===== src/rtl/lsu_pkg.sv =====
// lsu_pkg: shared types for the load/store unit.
//   - lsu_state_e   : FSM states (IDLE, WAIT)
//   - lsu_fault_e   : fault cause encoding driven on fault_cause_o
//   - wb_sel_e      : writeback source select (ALU/CMP/MEM/PC+4)
//   - ex_mem_t      : EX/MEM pipeline record (fields sized for the widest XLEN)
//   - mem_wb_t      : MEM/WB pipeline record
//   - FUNCT3_LS_*   : load/store width encodings
package lsu_pkg;

  // Records carry the widest datapath so one type serves XLEN=32 and XLEN=64.
  localparam int REC_DW = 64;

  localparam logic [2:0] FUNCT3_LS_B  = 3'b000;
  localparam logic [2:0] FUNCT3_LS_H  = 3'b001;
  localparam logic [2:0] FUNCT3_LS_W  = 3'b010;
  localparam logic [2:0] FUNCT3_LS_D  = 3'b011;
  localparam logic [2:0] FUNCT3_LS_BU = 3'b100;
  localparam logic [2:0] FUNCT3_LS_HU = 3'b101;
  localparam logic [2:0] FUNCT3_LS_WU = 3'b110;

  typedef enum logic {
    IDLE = 1'b0,
    WAIT = 1'b1
  } lsu_state_e;

  typedef enum logic [1:0] {
    FAULT_NONE     = 2'd0,
    FAULT_MISALIGN = 2'd1,
    FAULT_TIMEOUT  = 2'd2,
    FAULT_WIDTH    = 2'd3
  } lsu_fault_e;

  typedef enum logic [1:0] {
    WB_ALU = 2'd0,
    WB_CMP = 2'd1,
    WB_MEM = 2'd2,
    WB_PC4 = 2'd3
  } wb_sel_e;

  typedef struct packed {
    logic              valid;
    logic              is_load;
    logic              is_store;
    logic [2:0]        funct3;
    wb_sel_e           wb_sel;
    logic [REC_DW-1:0] alu_out;
    logic              cmp_out;
    logic [REC_DW-1:0] pc4;
    logic [REC_DW-1:0] rs2_v;
    logic [4:0]        rd_s;
    logic              rd_we;
    logic [31:0]       debug;
  } ex_mem_t;

  typedef struct packed {
    logic              valid;
    logic [4:0]        rd_s;
    logic              rd_we;
    logic [REC_DW-1:0] rd_v;
    logic [31:0]       debug;
  } mem_wb_t;

  // Natural alignment check: access size is 1 << funct3[1:0] bytes.
  function automatic logic lsu_misaligned(input logic [2:0] funct3, input logic [2:0] off);
    case (funct3[1:0])
      2'd1:    return off[0];
      2'd2:    return |off[1:0];
      2'd3:    return |off;
      default: return 1'b0;
    endcase
  endfunction

endpackage


===== src/rtl/lsu_if.sv =====
// lsu_if: data-memory request/ready port with a separate single-beat response.
//   req/we/addr/wdata/be : request, held stable by the master until ready
//   ready                : request accepted this cycle
//   resp/rdata           : response valid with load data
// Modports: master (LSU side), slave (memory side).
interface lsu_if #(
  parameter int XLEN  = 32,
  parameter int ADDRW = 32
);
  localparam int NB = XLEN / 8;

  logic             dmem_req;
  logic             dmem_we;
  logic [ADDRW-1:0] dmem_addr;
  logic [XLEN-1:0]  dmem_wdata;
  logic [NB-1:0]    dmem_be;
  logic             dmem_ready;
  logic             dmem_resp;
  logic [XLEN-1:0]  dmem_rdata;

  modport master (
    output dmem_req, dmem_we, dmem_addr, dmem_wdata, dmem_be,
    input  dmem_ready, dmem_resp, dmem_rdata
  );

  modport slave (
    input  dmem_req, dmem_we, dmem_addr, dmem_wdata, dmem_be,
    output dmem_ready, dmem_resp, dmem_rdata
  );
endinterface


===== src/rtl/lsu_align.sv =====
// lsu_align: combinational lane handling for the LSU.
//   i_funct3  : access width / signedness
//   i_off     : byte offset inside the XLEN word
//   i_rdata   : raw load data from memory
//   i_rs2     : store source value
//   o_load_v  : extracted and sign/zero-extended load value
//   o_wdata   : store data replicated across lanes
//   o_be      : store byte enables (caller gates for loads)
module lsu_align
  import lsu_pkg::*;
#(
  parameter int XLEN = 32
) (
  input  logic [2:0]        i_funct3,
  input  logic [2:0]        i_off,
  input  logic [XLEN-1:0]   i_rdata,
  input  logic [REC_DW-1:0] i_rs2,
  output logic [XLEN-1:0]   o_load_v,
  output logic [XLEN-1:0]   o_wdata,
  output logic [XLEN/8-1:0] o_be
);
  localparam int NB = XLEN / 8;

  // Work in 64 bits and truncate: W sign-extension then disappears for XLEN=32.
  logic [63:0] w_sh;
  logic [63:0] w_ld64;
  logic [63:0] w_wd64;
  logic [7:0]  w_be8;
  logic        w_sx;

  assign w_sh = 64'(i_rdata) >> {i_off, 3'b000};
  assign w_sx = ~i_funct3[2];

  always_comb begin
    case (i_funct3[1:0])
      2'd0:    w_ld64 = {{56{w_sx & w_sh[7]}},  w_sh[7:0]};
      2'd1:    w_ld64 = {{48{w_sx & w_sh[15]}}, w_sh[15:0]};
      2'd2:    w_ld64 = {{32{w_sx & w_sh[31]}}, w_sh[31:0]};
      default: w_ld64 = w_sh;
    endcase
  end

  always_comb begin
    case (i_funct3[1:0])
      2'd0: begin
        w_wd64 = {8{i_rs2[7:0]}};
        w_be8  = 8'h01 << i_off;
      end
      2'd1: begin
        w_wd64 = {4{i_rs2[15:0]}};
        w_be8  = 8'h03 << i_off;
      end
      2'd2: begin
        w_wd64 = {2{i_rs2[31:0]}};
        w_be8  = 8'h0F << i_off;
      end
      default: begin
        w_wd64 = i_rs2;
        w_be8  = 8'hFF;
      end
    endcase
  end

  assign o_load_v = w_ld64[XLEN-1:0];
  assign o_wdata  = w_wd64[XLEN-1:0];
  assign o_be     = w_be8[NB-1:0];

  logic w_unused;
  assign w_unused = ^{w_ld64, w_wd64, w_be8};

endmodule


===== src/rtl/lsu.sv =====
// lsu: MEM-stage load/store unit.
//   clk_i, rst_i   : clock, synchronous active-high reset
//   ex_mem_i       : EX/MEM record, held stable by upstream while stall_o=1
//   mem_wb_o       : MEM/WB record
//   stall_o        : freezes IF..EX while a memory op is outstanding
//   dmem           : lsu_if master port (request/ready, response)
//   fault_o        : single-cycle fault pulse
//   fault_cause_o  : 0 none, 1 misaligned, 2 bus timeout, 3 illegal width
//
// state | meaning
// IDLE  | no request outstanding; legal memory op drives req until ready
// WAIT  | request accepted; waiting for resp or timeout
module lsu
  import lsu_pkg::*;
#(
  parameter int XLEN    = 32,
  parameter int ADDRW   = 32,
  parameter int TIMEOUT = 256
) (
  input  logic        clk_i,
  input  logic        rst_i,
  input  ex_mem_t     ex_mem_i,
  output mem_wb_t     mem_wb_o,
  output logic        stall_o,
  lsu_if.master       dmem,
  output logic        fault_o,
  output logic [1:0]  fault_cause_o
);
  localparam int NB   = XLEN / 8;
  localparam int OFFW = $clog2(NB);
  localparam int CNTW = $clog2(TIMEOUT);

  lsu_state_e      r_state;
  lsu_state_e      w_state_nxt;
  logic [CNTW-1:0] r_cnt;
  logic [CNTW-1:0] w_cnt_nxt;

  logic [2:0]      w_f3;
  logic [2:0]      w_off;
  logic            w_mem_op;
  logic            w_bad_width;
  logic            w_misalign;
  logic            w_legal_op;
  logic            w_cnt_last;
  logic [XLEN-1:0] w_load_v;
  logic [XLEN-1:0] w_wdata;
  logic [NB-1:0]   w_be;
  logic            w_req;
  lsu_fault_e      w_cause;

  assign w_f3       = ex_mem_i.funct3;
  assign w_off      = 3'(ex_mem_i.alu_out[OFFW-1:0]);
  assign w_mem_op   = ex_mem_i.valid && (ex_mem_i.is_load || ex_mem_i.is_store);
  assign w_misalign = lsu_misaligned(w_f3, w_off);
  assign w_legal_op = w_mem_op && !w_bad_width && !w_misalign;
  assign w_cnt_last = (r_cnt == CNTW'(TIMEOUT - 1));

  // Doubleword and WU exist only on RV64; stores have no unsigned forms.
  always_comb begin
    w_bad_width = 1'b0;
    if (ex_mem_i.is_load)
      w_bad_width = (w_f3 == 3'b111) ||
                    ((XLEN == 32) && ((w_f3 == FUNCT3_LS_D) || (w_f3 == FUNCT3_LS_WU)));
    else if (ex_mem_i.is_store)
      w_bad_width = w_f3[2] || ((XLEN == 32) && (w_f3 == FUNCT3_LS_D));
  end

  lsu_align #(.XLEN(XLEN)) u_align (
    .i_funct3 (w_f3),
    .i_off    (w_off),
    .i_rdata  (dmem.dmem_rdata),
    .i_rs2    (ex_mem_i.rs2_v),
    .o_load_v (w_load_v),
    .o_wdata  (w_wdata),
    .o_be     (w_be)
  );

  always_ff @(posedge clk_i) begin
    if (rst_i) begin
      r_state <= IDLE;
      r_cnt   <= '0;
    end else begin
      r_state <= w_state_nxt;
      r_cnt   <= w_cnt_nxt;
    end
  end

  always_comb begin
    w_state_nxt = r_state;
    w_cnt_nxt   = '0;
    case (r_state)
      IDLE: begin
        if (w_legal_op && dmem.dmem_ready)
          w_state_nxt = WAIT;
      end
      WAIT: begin
        // Response in the ready cycle never reaches here: IDLE ignores resp.
        if (dmem.dmem_resp || w_cnt_last)
          w_state_nxt = IDLE;
        else
          w_cnt_nxt = r_cnt + 1'b1;
      end
      default: w_state_nxt = IDLE;
    endcase
  end

  always_comb begin
    w_req          = 1'b0;
    stall_o        = 1'b0;
    fault_o        = 1'b0;
    w_cause        = FAULT_NONE;
    mem_wb_o       = '0;
    mem_wb_o.rd_s  = ex_mem_i.rd_s;
    mem_wb_o.rd_we = ex_mem_i.rd_we;
    mem_wb_o.debug = ex_mem_i.debug;

    if (w_mem_op) begin
      mem_wb_o.rd_v = REC_DW'(w_load_v);
    end else begin
      case (ex_mem_i.wb_sel)
        WB_ALU:  mem_wb_o.rd_v = REC_DW'(ex_mem_i.alu_out[XLEN-1:0]);
        WB_CMP:  mem_wb_o.rd_v = REC_DW'(ex_mem_i.cmp_out);
        WB_MEM:  mem_wb_o.rd_v = REC_DW'(w_load_v);
        default: mem_wb_o.rd_v = REC_DW'(ex_mem_i.pc4[XLEN-1:0]);
      endcase
    end

    if (!rst_i) begin
      case (r_state)
        IDLE: begin
          if (ex_mem_i.valid && !w_mem_op) begin
            mem_wb_o.valid = 1'b1;
          end else if (w_mem_op && (w_bad_width || w_misalign)) begin
            fault_o        = 1'b1;
            w_cause        = w_bad_width ? FAULT_WIDTH : FAULT_MISALIGN;
            mem_wb_o.valid = 1'b1;
            mem_wb_o.rd_we = 1'b0;
          end else if (w_mem_op) begin
            w_req   = 1'b1;
            stall_o = 1'b1;
          end
        end
        WAIT: begin
          if (dmem.dmem_resp) begin
            mem_wb_o.valid = 1'b1;
          end else if (w_cnt_last) begin
            fault_o        = 1'b1;
            w_cause        = FAULT_TIMEOUT;
            mem_wb_o.valid = 1'b1;
            mem_wb_o.rd_we = 1'b0;
          end else begin
            stall_o = 1'b1;
          end
        end
        default: ;
      endcase
    end
  end

  assign fault_cause_o   = w_cause;
  assign dmem.dmem_req   = w_req;
  assign dmem.dmem_we    = ex_mem_i.is_store;
  assign dmem.dmem_addr  = {ex_mem_i.alu_out[ADDRW-1:OFFW], {OFFW{1'b0}}};
  assign dmem.dmem_wdata = w_wdata;
  assign dmem.dmem_be    = ex_mem_i.is_store ? w_be : '0;

  logic w_unused;
  assign w_unused = ^{ex_mem_i.alu_out, ex_mem_i.pc4};

endmodule

===== src/flat_wrapper.sv =====
// flat-port wrapper written by rule: the top's interface ports become plain ports
module lsu_flat import lsu_pkg::*;
#(
  parameter int XLEN    = 32,
  parameter int ADDRW   = 32,
  parameter int TIMEOUT = 256
)
  (clk_i, rst_i, ex_mem_i, mem_wb_o, stall_o, fault_o, fault_cause_o, dmem_dmem_req, dmem_dmem_we, dmem_dmem_addr, dmem_dmem_wdata, dmem_dmem_be, dmem_dmem_ready, dmem_dmem_resp, dmem_dmem_rdata);
  lsu_if #(.XLEN(XLEN), .ADDRW(ADDRW)) dmem_i ();
  input  logic clk_i;
  input  logic rst_i;
  input  ex_mem_t ex_mem_i;
  output mem_wb_t mem_wb_o;
  output logic stall_o;
  output logic fault_o;
  output logic [1:0] fault_cause_o;
  output wire logic [$bits(dmem_i.dmem_req)-1:0] dmem_dmem_req;
  output wire logic [$bits(dmem_i.dmem_we)-1:0] dmem_dmem_we;
  output wire logic [$bits(dmem_i.dmem_addr)-1:0] dmem_dmem_addr;
  output wire logic [$bits(dmem_i.dmem_wdata)-1:0] dmem_dmem_wdata;
  output wire logic [$bits(dmem_i.dmem_be)-1:0] dmem_dmem_be;
  input wire logic [$bits(dmem_i.dmem_ready)-1:0] dmem_dmem_ready;
  input wire logic [$bits(dmem_i.dmem_resp)-1:0] dmem_dmem_resp;
  input wire logic [$bits(dmem_i.dmem_rdata)-1:0] dmem_dmem_rdata;
  assign dmem_dmem_req = dmem_i.dmem_req;
  assign dmem_dmem_we = dmem_i.dmem_we;
  assign dmem_dmem_addr = dmem_i.dmem_addr;
  assign dmem_dmem_wdata = dmem_i.dmem_wdata;
  assign dmem_dmem_be = dmem_i.dmem_be;
  assign dmem_i.dmem_ready = dmem_dmem_ready;
  assign dmem_i.dmem_resp = dmem_dmem_resp;
  assign dmem_i.dmem_rdata = dmem_dmem_rdata;
  lsu #(.XLEN(XLEN), .ADDRW(ADDRW), .TIMEOUT(TIMEOUT)) u_core (.clk_i(clk_i), .rst_i(rst_i), .ex_mem_i(ex_mem_i), .mem_wb_o(mem_wb_o), .stall_o(stall_o), .dmem(dmem_i), .fault_o(fault_o), .fault_cause_o(fault_cause_o));
endmodule

===== config.mk =====
export PLATFORM = sky130hd
export DESIGN_NAME = lsu_flat
export DESIGN_NICKNAME = d
export VERILOG_FILES = /design/src/rtl/lsu_pkg.sv /design/src/rtl/lsu_if.sv /design/src/rtl/lsu_align.sv /design/src/rtl/lsu.sv /design/src/flat_wrapper.sv
export SDC_FILE = /design/constraint.sdc
export NUM_CORES = 1
export LEC_CHECK = 0
export ABC_AREA = 1
export ABC_CLOCK_PERIOD_IN_PS = 3000
export BUFFER_PORTS_ARGS = -buffer_cell sky130_fd_sc_hd__buf_2
export CAP_MARGIN = 20
export CORE_AREA = 3 3 175 177
export DETAILED_ROUTE_END_ITERATION = 16
export DIE_AREA = 0 0 178 180
export GPL_TIMING_DRIVEN = 1
export PLACE_DENSITY_LB_ADDON = 0.25
export SLEW_MARGIN = 20
export SYNTH_ARGS = -nofsm -noshare
export SYNTH_HDL_FRONTEND = slang
export SYNTH_SLANG_ARGS = --single-unit
export TNS_END_PERCENT = 30

===== constraint.sdc =====
create_clock -name clk_i -period 3 [get_ports clk_i]
set_clock_uncertainty 0.2 [all_clocks]
set_input_delay 0.6 -clock clk_i [delete_from_list [all_inputs] [get_ports clk_i]]
set_output_delay 0.6 -clock clk_i [all_outputs]
set_load 0.02 [all_outputs]

==> reports/metrics.cfg <==
[grt]
grt-ovfl-total=0
grt_pass1_wl_um=24900
antenna_found_initial=8
first_global_vias=4241
grt_use_total=0.0997
grt_start_max_net_pins=31

[detailed_routing]
route.detailed.drc=0
first_pass_iters=7
route.vias.total=4468
wl_per_cell_um=14.4
drt-total-wl_um=17400
via_per_inst=3.70
ant_nets=0
drt_iter0_drc=108

[setup_path]
cp-startpoint=ex_mem_i[233]
reg2reg_from=u_core.r_cnt[0]
critPathMaxFanout=16
slowest_stage=ha_1
critPathMaxStageDelay_ps=250
path_buf_inv=5
cp.depth=12
r2r_end=u_core.r_state
timing.reg2reg.setup_slack_ps=1390
crit_top_cell=nand2_1
crit_family=buffers and inverters
crit_chain=buf_2, inv_1, ha_1, inv_2, nand2_2, nor2_4, buf_12, nand2_1, nand3_1, nand2_1, nand2_1, buf_2
crit_end=mem_wb_o[48]
arrival_ps=2030
worst_setup_path_end_kind=output port
cp.required_ps=2200
critPathLaunchType=input pin
r2r_cells=6
crit_type=input pin to output port

[die]
pin_count=452
initial_core_util=0.120
dieArea_sq_um=32000
die_w_um=178
fp.dieH_um=180
coreArea_sq_um=29400
rows=63

[final_layout]
final_nets=1101
final_cell_mix=247 x buf_2, 204 x nand2_1, 99 x nand3_1
layout_commonest_cell=buf_2
drive_gt1_frac=0.360
area_growth_pct=33.0
fin_cells=1208

[sta]
holdWs_ps=238
final_max_slew_viol_count=0
setup_ws_ps=165
fmax_ghz=0.353
maxSlewHeadroom=0.623
hold_viol=0
timing.final.crit_period_ps=2830
rsz0062_at_grt=false
final.setup.tns_ps=0
fin_crit_sh=0.945
setup-violations-final=0
worst_pin_slew_ps=559

[pwr]
clockPowerShare=0.205
power_leakage_nw=2.74
p_seq_frac=0.105
p_switching_w=0.000587
fin_total_pwr_w=0.00116
pwr-share-comb=0.690
p_int_w=0.000568
p_sw_frac=0.508
power_density_nw_per_um2=247
ir_drop_v=0.000123

[yosys]
synth_area_sq_um=3520
syn_inst=653
synth.distinct_cells=32
ys_seq_area_frac=0.0512
synth.avg_cell_area_sq_um=5.39
ys_ff_latch=9
ys_warn_count=0

[clocking]
cts_tree=yes
cts_buffer_depth=2
cts_buffers=3
post_cts_resized=0
hold_buffers=0
clk_latency_ps=230
htree_levels=1
clk_pin_slew_ps=40
clkSinkCount=9
post-cts-setup-buffers=0
root_buffer=clkbuf_16

[place]
gp_congestion=0.744
dp_cells=1203
preCtsSetupSlack_ps=62.1
port_buffers=247
hpwl_um=15000

[worst_hold_path]
hold_path.class=flop to flop

[run_status]
status=completed

[job]
cap_violations=0

==> state kept, by name, summed over array words and instances, names as in the netlist <==
name / cells
u_core.r_cnt: 8
u_core.r_state: 1
==> how the worst min path moves through the flow <==
| stage | from | to | slack (ps) | cells past startpoint |
|---|---|---|---|---|
| 2_1_floorplan | u_core.r_cnt[0] | u_core.r_cnt[0] | 220 | 1 |
| 3_5_place_dp | u_core.r_cnt[0] | u_core.r_cnt[0] | 240 | 1 |
| 5_1_grt | u_core.r_cnt[0] | u_core.r_cnt[0] | 260 | 1 |
| 6_report | u_core.r_cnt[0] | u_core.r_cnt[0] | 240 | 1 |
| 4_1_cts | u_core.r_cnt[0] | u_core.r_cnt[0] | 250 | 1 |
| 3_3_place_gp | u_core.r_cnt[0] | u_core.r_cnt[0] | 230 | 1 |
==> stage by stage <==
step	util	area [sq um]
finish	0.159	4680
CTS	0.159	4670
global route	0.159	4670
detailed placement	0.156	4590
floorplan	-	3640
global placement	0.156	4590
==> cell usage after synthesis (all sizes together) <==
| library cell | n | area [sq um] |
|---|---|---|
| nand2 | 206 | 776 |
| buf | 131 | 962 |
| nand3 | 101 | 516 |
| inv | 73 | 274 |
| o21ai | 54 | 270 |
| a21oi | 16 | 91.3 |
| nor2 | 14 | 70.1 |
| clkbuf | 12 | 45.0 |
| dfxtp | 9 | 180 |
| ha | 8 | 100 |
| o22ai | 8 | 50.1 |
| o221ai | 7 | 61.3 |
| nand4 | 3 | 46.3 |
| nand3b | 2 | 15.0 |
| nor3b | 2 | 15.0 |
| or2 | 2 | 12.5 |
| a31o | 1 | 8.76 |
| conb | 1 | 3.75 |
| nor3 | 1 | 5.00 |
| o211ai | 1 | 7.51 |
| o21bai | 1 | 7.51 |
==> power groups by stage <==
stage	clock network [W]	logic [W]	registers, W
after floorplan	0	0.000605	0.000123
after global placement	0	0.000817	0.000124
after detailed placement	0	0.000814	0.000124
after CTS	0.000241	0.000817	0.000122
after global routing	0.000246	0.000885	0.000122
final	0.000237	0.000797	0.000122
==> cells by family (layout without fill, tap and decap cells) <==
family / Yosys count / count (layout) / synth area share
DFF: 9 / 9 / 0.0512
other: 1 / 35 / 0.00107
and+or+nand+nor: 331 / 331 / 0.414
buffers and inverters: 216 / 347 / 0.364
adders and majority gates: 8 / 8 / 0.0285
AOI/OAI and AO/OA: 88 / 88 / 0.141
==> area by class of cell <==
type,count,area [sq um]
fill,3502,24700
multi-input combinational,461,2180
timing repair buffer,270,1470
tap,390,488
inverter,73,274
sequential,9,180
clock buffer,4,78.8
antenna,1,2.50
==> layer usage <==
| layer | vias up | track usage | share of wire |
|---|---|---|---|
| li1 | 2274 | - | - |
| met1 | 1946 | 0.120 | 0.41 |
| met2 | 202 | 0.185 | 0.49 |
| met3 | 34 | 0.0230 | 0.084 |
| met4 | 12 | 0.0104 | 0.011 |
| met5 | - | 0 | 0.0033 |
No activity file was read; power rests on OpenSTA's default activity.
